**config.mk**
```make
export PLATFORM = sky130hd
export DESIGN_NAME = bicubic_accum_stage1
export DESIGN_NICKNAME = d
export VERILOG_FILES = /design/src/rtl/bicubic_pkg.sv /design/src/rtl/bicubic_round_clamp.sv /design/src/rtl/bicubic_accum_stage1.sv
export SDC_FILE = /design/constraint.sdc
export NUM_CORES = 1
export LEC_CHECK = 0
export CAP_MARGIN = 15
export CORE_MARGIN = 1
export CORE_UTILIZATION = 40
export DETAILED_ROUTE_END_ITERATION = 10
export DONT_BUFFER_PORTS = 1
export PLACE_DENSITY_LB_ADDON = 0.08
export SLEW_MARGIN = 5
export SYNTH_ARGS = -nofsm -noshare
export SYNTH_HDL_FRONTEND = slang
export SYNTH_HIERARCHICAL = 1
export SYNTH_SLANG_ARGS = --single-unit
export TNS_END_PERCENT = 20
```
**constraint.sdc**
```tcl
create_clock -name clk -period 3.5 [get_ports clk]
set_clock_uncertainty 0.05 [all_clocks]
set_input_delay 1.05 -clock clk [delete_from_list [all_inputs] [get_ports clk]]
set_output_delay 1.05 -clock clk [all_outputs]
set_load 0.005 [all_outputs]
```
**src/rtl/bicubic_pkg.sv**
```systemverilog
// ---------------------------------------------------------------------------
// bicubic_pkg
// Shared constants and types for the bicubic interpolation datapath. The
// stage-1 and stage-2 multipliers and both accumulators import this package.
//   FRAC_BITS            fixed-point fraction bits of the weights
//                        (the four weights of a phase sum to 2^FRAC_BITS)
//   TAPS                 products summed per output sample
//   INTER_PRODUCT_WIDTH  width of a signed stage-1 product
//   ACC_WIDTH            accumulator width, INTER_PRODUCT_WIDTH + clog2(TAPS)
//   PIXEL_MAX            largest legal output pixel value
//   weight_code_e        3-bit code selecting one of the signed weights
//   weight_value()       maps a weight code to its signed weight
// ---------------------------------------------------------------------------
package bicubic_pkg;

   localparam int FRAC_BITS           = 11;
   localparam int TAPS                = 4;
   localparam int INTER_PRODUCT_WIDTH = 24;
   localparam int ACC_WIDTH           = 26;
   localparam int PIXEL_MAX           = 255;
   localparam int WEIGHT_WIDTH        = 12;

   // The eight distinct signed weights used by all interpolation phases
   typedef enum logic [2:0] {
      W_N21   = 3'd0,
      W_N135  = 3'd1,
      W_N147  = 3'd2,
      W_N225  = 3'd3,
      W_P235  = 3'd4,
      W_P873  = 3'd5,
      W_P1535 = 3'd6,
      W_P1981 = 3'd7
   } weight_code_e;

   // Decodes a weight code into the signed weight applied by the multipliers
   function automatic logic signed [WEIGHT_WIDTH-1:0] weight_value(input weight_code_e code);
      logic signed [WEIGHT_WIDTH-1:0] w;
      case (code)
         W_N21:   w = -12'sd21;
         W_N135:  w = -12'sd135;
         W_N147:  w = -12'sd147;
         W_N225:  w = -12'sd225;
         W_P235:  w = 12'sd235;
         W_P873:  w = 12'sd873;
         W_P1535: w = 12'sd1535;
         default: w = 12'sd1981;
      endcase
      return w;
   endfunction

endpackage

```
**src/rtl/bicubic_round_clamp.sv**
```systemverilog
// ---------------------------------------------------------------------------
// bicubic_round_clamp
// Combinational rounding, rescaling and clamping of an accumulated sum of
// weighted pixels back into the 0..PIXEL_MAX pixel range.
//   sum   input  ACC_WIDTH  signed accumulated sum, weights scaled by 2^FRAC_BITS
//   data  output 9          signed pixel (MSB always 0), range 0..PIXEL_MAX
//   sat   output 1          the rounded value lay outside 0..PIXEL_MAX
// ---------------------------------------------------------------------------
module bicubic_round_clamp
   import bicubic_pkg::*;
#(
   parameter int ACC_WIDTH = bicubic_pkg::ACC_WIDTH,
   parameter int FRAC_BITS = bicubic_pkg::FRAC_BITS
) (
   input  logic signed [ACC_WIDTH-1:0] sum,
   output logic        [8:0]           data,
   output logic                        sat
);

   localparam logic signed [ACC_WIDTH-1:0] HALF    = ACC_WIDTH'(2 ** (FRAC_BITS - 1));
   localparam logic signed [ACC_WIDTH-1:0] MAX_VAL = ACC_WIDTH'(PIXEL_MAX);

   logic signed [ACC_WIDTH-1:0] biased;
   logic signed [ACC_WIDTH-1:0] rounded;

   // Adding half an LSB before the arithmetic shift rounds half up toward
   // +inf. The add stays at ACC_WIDTH; the accumulator width leaves headroom
   // for it, so no wrap occurs for legal products.
   always_comb begin
      biased  = sum + HALF;
      rounded = biased >>> FRAC_BITS;
      data    = 9'd0;
      sat     = 1'b0;
      if (rounded[ACC_WIDTH-1]) begin
         data = 9'd0;
         sat  = 1'b1;
      end else if (rounded > MAX_VAL) begin
         data = 9'(PIXEL_MAX);
         sat  = 1'b1;
      end else begin
         data = rounded[8:0];
         sat  = 1'b0;
      end
   end

endmodule

```
**src/rtl/bicubic_accum_stage1.sv**
```systemverilog
// ---------------------------------------------------------------------------
// bicubic_accum_stage1
// Consumer end of the stage-1 bicubic multiplier. Sums TAPS signed products
// per output sample, then rounds, rescales and clamps the group to a pixel
// that is offered downstream with a valid/ready handshake.
//   clk        input  1                    clock, rising edge
//   rst        input  1                    asynchronous active-high reset
//   clr        input  1                    synchronous abort of the partial group
//   s_valid    input  1                    product valid
//   s_ready    output 1                    product accepted when s_valid && s_ready
//   s_product  input  INTER_PRODUCT_WIDTH  signed product
//   m_valid    output 1                    result valid
//   m_ready    input  1                    downstream accept
//   m_data     output 9                    result pixel, 0..255 (MSB always 0)
//   m_sat      output 1                    result was clamped, qualified by m_valid
// ---------------------------------------------------------------------------
module bicubic_accum_stage1
   import bicubic_pkg::*;
#(
   parameter int INTER_PRODUCT_WIDTH = bicubic_pkg::INTER_PRODUCT_WIDTH,
   parameter int TAPS                = bicubic_pkg::TAPS,
   parameter int FRAC_BITS           = bicubic_pkg::FRAC_BITS,
   parameter int ACC_WIDTH           = bicubic_pkg::ACC_WIDTH
) (
   input  logic                                  clk,
   input  logic                                  rst,
   input  logic                                  clr,
   input  logic                                  s_valid,
   output logic                                  s_ready,
   input  logic signed [INTER_PRODUCT_WIDTH-1:0] s_product,
   output logic                                  m_valid,
   input  logic                                  m_ready,
   output logic        [8:0]                     m_data,
   output logic                                  m_sat
);

   localparam int              CNT_WIDTH = (TAPS > 1) ? $clog2(TAPS) : 1;
   localparam logic [CNT_WIDTH-1:0] LAST_TAP = CNT_WIDTH'(TAPS - 1);

   logic        [CNT_WIDTH-1:0] tap_cnt;
   logic signed [ACC_WIDTH-1:0] acc;
   logic signed [ACC_WIDTH-1:0] product_ext;
   logic signed [ACC_WIDTH-1:0] sum_next;
   logic                        is_last;
   logic                        accept;
   logic        [8:0]           rc_data;
   logic                        rc_sat;

   // Only the closing tap can be stalled: it is the one that writes the
   // output register, so it waits until that register is free or being
   // drained this cycle. The m_ready path is combinational by design.
   always_comb begin
      is_last     = (tap_cnt == LAST_TAP);
      s_ready     = !clr && (!is_last || !m_valid || m_ready);
      accept      = s_valid && s_ready;
      product_ext = {{(ACC_WIDTH - INTER_PRODUCT_WIDTH){s_product[INTER_PRODUCT_WIDTH-1]}}, s_product};
      sum_next    = acc + product_ext;
   end

   bicubic_round_clamp #(
      .ACC_WIDTH (ACC_WIDTH),
      .FRAC_BITS (FRAC_BITS)
   ) u_round_clamp (
      .sum  (sum_next),
      .data (rc_data),
      .sat  (rc_sat)
   );

   // Tap counter and running sum. clr wins over an incoming beat (s_ready is
   // already low then); the closing beat restarts the group for the next
   // sample on the same edge its result is captured.
   always_ff @(posedge clk or posedge rst) begin
      if (rst) begin
         tap_cnt <= '0;
         acc     <= '0;
      end else if (clr) begin
         tap_cnt <= '0;
         acc     <= '0;
      end else if (accept) begin
         if (is_last) begin
            tap_cnt <= '0;
            acc     <= '0;
         end else begin
            tap_cnt <= tap_cnt + CNT_WIDTH'(1);
            acc     <= sum_next;
         end
      end
   end

   // Output register. A new result may replace one being drained in the same
   // cycle, giving back-to-back results without a bubble; otherwise the held
   // result stays stable until the downstream accepts it.
   always_ff @(posedge clk or posedge rst) begin
      if (rst) begin
         m_valid <= 1'b0;
         m_data  <= '0;
         m_sat   <= 1'b0;
      end else if (accept && is_last) begin
         m_valid <= 1'b1;
         m_data  <= rc_data;
         m_sat   <= rc_sat;
      end else if (m_ready) begin
         m_valid <= 1'b0;
      end
   end

endmodule

```
After elaboration in Yosys (flattened, before gate mapping)
Cells that the tools add are included.
{"block": "totals", "output_inout_bits": 12, "reg_bits": 39}
{"block": "op_classes", "add_sub_neg": 3, "n_reduce_logical": 10, "order_cmp": 1, "mux": 12, "eq_ne": 1}
{"operator": "$mux W26", "n": 3}
{"operator": "$add A26 B12 Y26 const B", "n": 1}
{"operator": "$add A26 B24 Y26", "n": 1}
{"operator": "$mux W9", "n": 2}
{"operator": "$gt A15 B9 Y1 const B", "n": 1}
{"operator": "$mux W2", "n": 3}
{"operator": "$mux W1", "n": 4}
{"operator": "$reduce_bool A2 Y1", "n": 2}
{"operator": "$logic_and A1 B1 Y1", "n": 3}
{"operator": "$logic_not A1 Y1", "n": 3}
{"operator": "$add A2 B1 Y2 const B", "n": 1}
{"operator": "$eq A2 B2 Y1 const B", "n": 1}
{"operator": "$logic_or A1 B1 Y1", "n": 2}

Longest topological paths before layout
{"block": "logic_depth", "word_depth": 8, "ltp_mapped": 15, "depth_no_buf": 15}

Modules after synthesis
The synthesis kept the hierarchy.
{"mod": "bicubic_accum_stage1", "seq_area_each_um2": 975.9, "cells_per_inst": 266, "n_inst": 1, "area_per_inst_um2": 2657.5}
{"mod": "bicubic_round_clamp", "seq_area_each_um2": 0.0, "cells_per_inst": 52, "n_inst": 1, "area_per_inst_um2": 365.4}

Worst setup path before layout
OpenSTA, ideal clock, no wires.
{"block": "synth_path", "path_kind": "input-to-reg", "from": "input s_product[0]", "to": "register m_data[0]", "path_buffers": 0, "cell_stages": 14, "required_time_ns": 3.325, "path_slack_ns": -1.028, "setup_time_ns": 0.125, "t_arrival_ns": 4.353, "cell_sequence": "ha_1 fa_1 a21o_1 a221oi_2 o31a_1 a31oi_2 a21oi_1 xnor2_1 nand3_2 nor3_2 or4b_4 a31oi_4 a31oi_1 mux2_2"}
{"block": "synth_via", "elab_chain_cells": 5}
{"item": "from (decl)", "line_no": "bicubic_accum_stage1.sv:30", "rtl": "input logic signed [INTER_PRODUCT_WIDTH-1:0] s_product,"}
{"item": "$add A26 B24 Y26 (*)", "line_no": "bicubic_accum_stage1.sv:57", "rtl": "sum_next = acc + product_ext;"}
{"item": "via sum_next[18]", "line_no": "bicubic_accum_stage1.sv:43", "rtl": "logic signed [ACC_WIDTH-1:0] sum_next;"}
{"item": "$add A26 B12 Y26 (*)", "line_no": "bicubic_round_clamp.sv:30", "rtl": "biased = sum + HALF;"}
{"item": "$gt A15 B9 Y1", "line_no": "bicubic_round_clamp.sv:37", "rtl": "end else if (rounded > MAX_VAL) begin"}
{"item": "$mux W9", "line_no": "bicubic_round_clamp.sv:37"}
{"item": "$mux W9 (*)", "line_no": "bicubic_round_clamp.sv:34", "rtl": "if (rounded[ACC_WIDTH-1]) begin"}
{"item": "via rc_data[0]", "line_no": "bicubic_accum_stage1.sv:46", "rtl": "logic [8:0] rc_data;"}
{"item": "to (signal assigned)", "line_no": "bicubic_accum_stage1.sv:100", "rtl": "m_data <= rc_data;"}
{"item": "to (decl)", "line_no": "bicubic_accum_stage1.sv:33", "rtl": "output logic [8:0] m_data,"}
Mark *: on every way through the listed nets, which the timed path passes. The rest lies on a longest branch.
A chain may end at the register's enable or synchronous reset.

Worst setup path after layout
{"block": "layout_path", "from": "input s_product[0]", "to": "register m_data[1]"}
Same word-level chain as after synthesis.

==> impl_metrics.py <==
metrics = {
    "logic_synthesis": {
        "avgSynthCellArea_um2": 9.51,
        "synth_top_area_share_pct": 32.3,
        "synth_cell_types": 53,
        "synth.cell_area_mm2": 0.00302,
        "ys_seq_area_share_pct": 32.3,
        "ys_top_cells_by_area": "dfrtp_1 (32%), ha_1 (11%), a22o_1 (7.2%)",
        "synth_top_area_cell": "dfrtp_1",
        "netlist_instances": 318,
        "ys.flop_type": "dfrtp_1",
        "synth_seq_cells": 39,
        "synth_fp_nets": 375,
        "ys_warn_count": 6,
        "synth-async-reset-ratio_pct": 100,
        "synth_edf_count": 0,
    },
    "global_route": {
        "overflow": 0,
        "antenna_found_initial": 0,
        "grt_pass1_wl_um": 13700,
        "grt_usage_pct": 22.4,
        "grt_pass1_vias": 2967,
        "grt_start_max_net_pins": 36,
    },
    "placed_design": {
        "gp_congestion": 0.924,
        "post-dp-hpwl_um": 6180,
        "portBuffers": 0,
        "post_dp_cell_area_mm2": 0.00390,
    },
    "die": {
        "rows": 31,
        "start_util_pct": 41.5,
        "die_w_um": 88.9,
        "io_pins": 41,
        "die_h_um": 88.9,
        "die_area_mm2": 0.00791,
        "coreArea_mm2": 0.00729,
    },
    "critical_path": {
        "slowest_stage": "or4b_4",
        "cp_data_arrival_time_ns": 4.29,
        "crit_fanout": 5,
        "r2r_cells": 14,
        "end_kind": "register",
        "path_class": "in -> reg",
        "timing.rr.start": "acc[0]",
        "r2r-end": "m_data[1]",
        "cp_common_cell": "a31oi_4",
        "crit_chain": "ha_4 > fa_2 > a21o_1 > a221oi_4 > o31a_1 > a31oi_4 > a21oi_2 > xnor2_2 > nand3_2 > nor3_4 > or4b_4 > a31oi_4 > a31oi_1 > mux2_2",
        "startpoint_type": "input pin",
        "max_stage_delay_ns": 0.53,
        "required_ns": 3.63,
        "r2r_slack_ns": -0.35,
    },
    "timing": {
        "min_period_over_period_pct": 119,
        "period_minus_slack_ns": 4.16,
        "tightest_slew_ns": 0.536,
        "setup_viol": 9,
        "grt_setup_unrepaired": "yes",
        "max_freq_mhz": 241,
        "fin_ws_ns": -0.656,
        "slew_headroom_pct": 64.0,
        "finalHoldViolCount": 0,
        "maxSlewViolCount": 0,
    },
    "cells_and_area": {
        "layout-drive-gt1-share_pct": 37.9,
        "final_area_mm2": 0.00418,
        "area_delta_synth_final_pct": 38.4,
        "nNetsFinal": 481,
        "antenna_cells": 0,
    },
    "cts": {
        "cts_hold_buf": 0,
        "numCtsBuffers": 5,
        "root_buffer": "clkbuf_8",
        "clkSinkCount": 39,
        "clkTransAtPathRegs_ns": 0.08,
        "h-tree-depth": 2,
        "cts_buffer_depth": 2,
        "clkLatencyLatePin_ns": 0.30,
        "tritoncts": "yes",
    },
    "power_and_ir_drop": {
        "power_density_mw_per_mm2": 556,
        "vdd_ir_drop_max_mv": 0.209,
        "total_power_uw": 2330,
        "leakagePower_uw": 0.00198,
    },
    "worst_hold_path": {
        "hp-class": "reg -> reg",
        "min_to": "acc[8]",
        "hold_depth": 1,
        "hp-start": "acc[8]",
    },
    "detailed_routing": {
        "routed_via_density": 5.43,
        "wl_per_cell_um": 16.1,
        "wirelength_um": 8420,
        "num_vias": 2844,
        "drc": 0,
        "drt_iter0_markers": 101,
        "drt_first_pass_iters": 4,
        "ant_nets": 0,
    },
    "outcome": {
        "violations": "negative setup slack",
        "outcome": "finished with violations",
    },
    "job": {
        "maxCapViolations": 0,
    },
}
where the power goes:
group	switching [uW]	internal (uW)	total, uW
logic	701	735	1440
clock network	176	140	315
registers	48.9	525	574
repair_timing:
action | 4_1_cts | 5_1_grt
pin swaps | 16 | 16
buffers inserted | 7 | 4
endpoints found under the setup margin | 9 | 9
cloned | 1 | 0
resized for setup | 15 | 8
how the worst max path moves through the flow:
| stage | to | start | cells after the start |
|---|---|---|---|
| after floorplan | m_data[0] | s_product[0] | 14 |
| after global placement | m_data[6] | s_product[0] | 15 |
| after detailed placement | m_sat | s_product[0] | 15 |
| after CTS | m_sat | s_product[0] | 14 |
| after global routing | m_data[1] | s_product[4] | 13 |
| final | m_data[1] | s_product[0] | 14 |
registers in the layout (all words and copies together) (netlist names):
name     count
tap_cnt      2
m_data       9
acc         26
m_sat        1
m_valid      1
per-layer routing:
| layer | global-route usage, % | vias up | wire (um) |
|---|---|---|---|
| met3 | 3.42 | 5 | 275 |
| li1 | - | 1415 | - |
| met2 | 38.8 | 53 | 4010 |
| met5 | 0 | - | 0 |
| met1 | 29.6 | 1371 | 4100 |
| met4 | 5.05 | 0 | 33 |
worst max-delay path: cells and delay by family:
family / cells / cell delay, ns
AOI/OAI and AO/OA: 7 / 1.47
xor gates and xnor gates: 1 / 0.14
adders and majority gates: 2 / 0.48
muxes: 1 / 0.27
and+or+nand+nor: 3 / 0.87
cells by family (layout without fill, tap and decap cells):
family          after synthesis  after routing  synth area share [%]
compound gates              105            106                  25.0
fa+ha+maj                    28             28                  11.8
xor+xnor                     34             34                  9.85
mux                          11             11                  4.06
flops                        39             39                  32.3
other cells                   1              1                 0.124
simple gates                 88             88                  15.2
buf+inv                      12            118                  1.61
cell usage after synthesis (3+ instances only):
| master | number |
|---|---|
| mux2_2 | 10 |
| a21oi_1 | 30 |
| nor2_1 | 18 |
| a31oi_1 | 8 |
| nand4_1 | 11 |
| nand2_1 | 27 |
| xnor2_1 | 16 |
| nor2b_1 | 4 |
| a22o_1 | 25 |
| inv_1 | 4 |
| o211ai_1 | 3 |
| o21ai_0 | 13 |
| a21o_1 | 6 |
| xor2_1 | 18 |
| ha_1 | 27 |
| clkbuf_1 | 7 |
| nand3_1 | 8 |
| dfrtp_1 | 39 |
per-stage QoR:
step | hold WS, ns | util, % | instances | setup TNS, ns | worst slack (ns)
5_1_grt | 0.479 | 57.4 | 524 | -7.44 | -0.865
4_1_cts | 0.472 | 56.5 | 520 | -5.59 | -0.659
6_report | 0.466 | 57.4 | 524 | -5.65 | -0.656
3_5_place_dp | 0.448 | 53.5 | 504 | -10.65 | -1.19
3_3_place_gp | 0.444 | 53.5 | 504 | -9.31 | -1.03
2_1_floorplan | 0.427 | - | 318 | -7.76 | -0.866
placed cells by master (no fill, tap or decap), types with 7 or more instances in the layout:
cell,Yosys,final
buf_4,1,103
dfrtp_1,39,39
nand2_1,27,26
a21oi_1,30,26
a22o_1,25,25
ha_1,27,25
nor2_1,18,18
xor2_1,18,16
xnor2_1,16,13
nand4_1,11,11
o21ai_0,13,10
a31oi_1,8,8
nand3_1,8,7
mux2_2,10,7
cell type report:
cell class | count | area, um^2
multi-input cells | 268 | 2180
fillers | 663 | 3110
repair buffers | 106 | 807
clock buffers | 6 | 72.6
well taps | 99 | 124
clock inverters | 2 | 12.5
inverters | 4 | 15.0
flip-flops and latches | 39 | 976
Note: power is estimated with default switching activity, not from simulation.
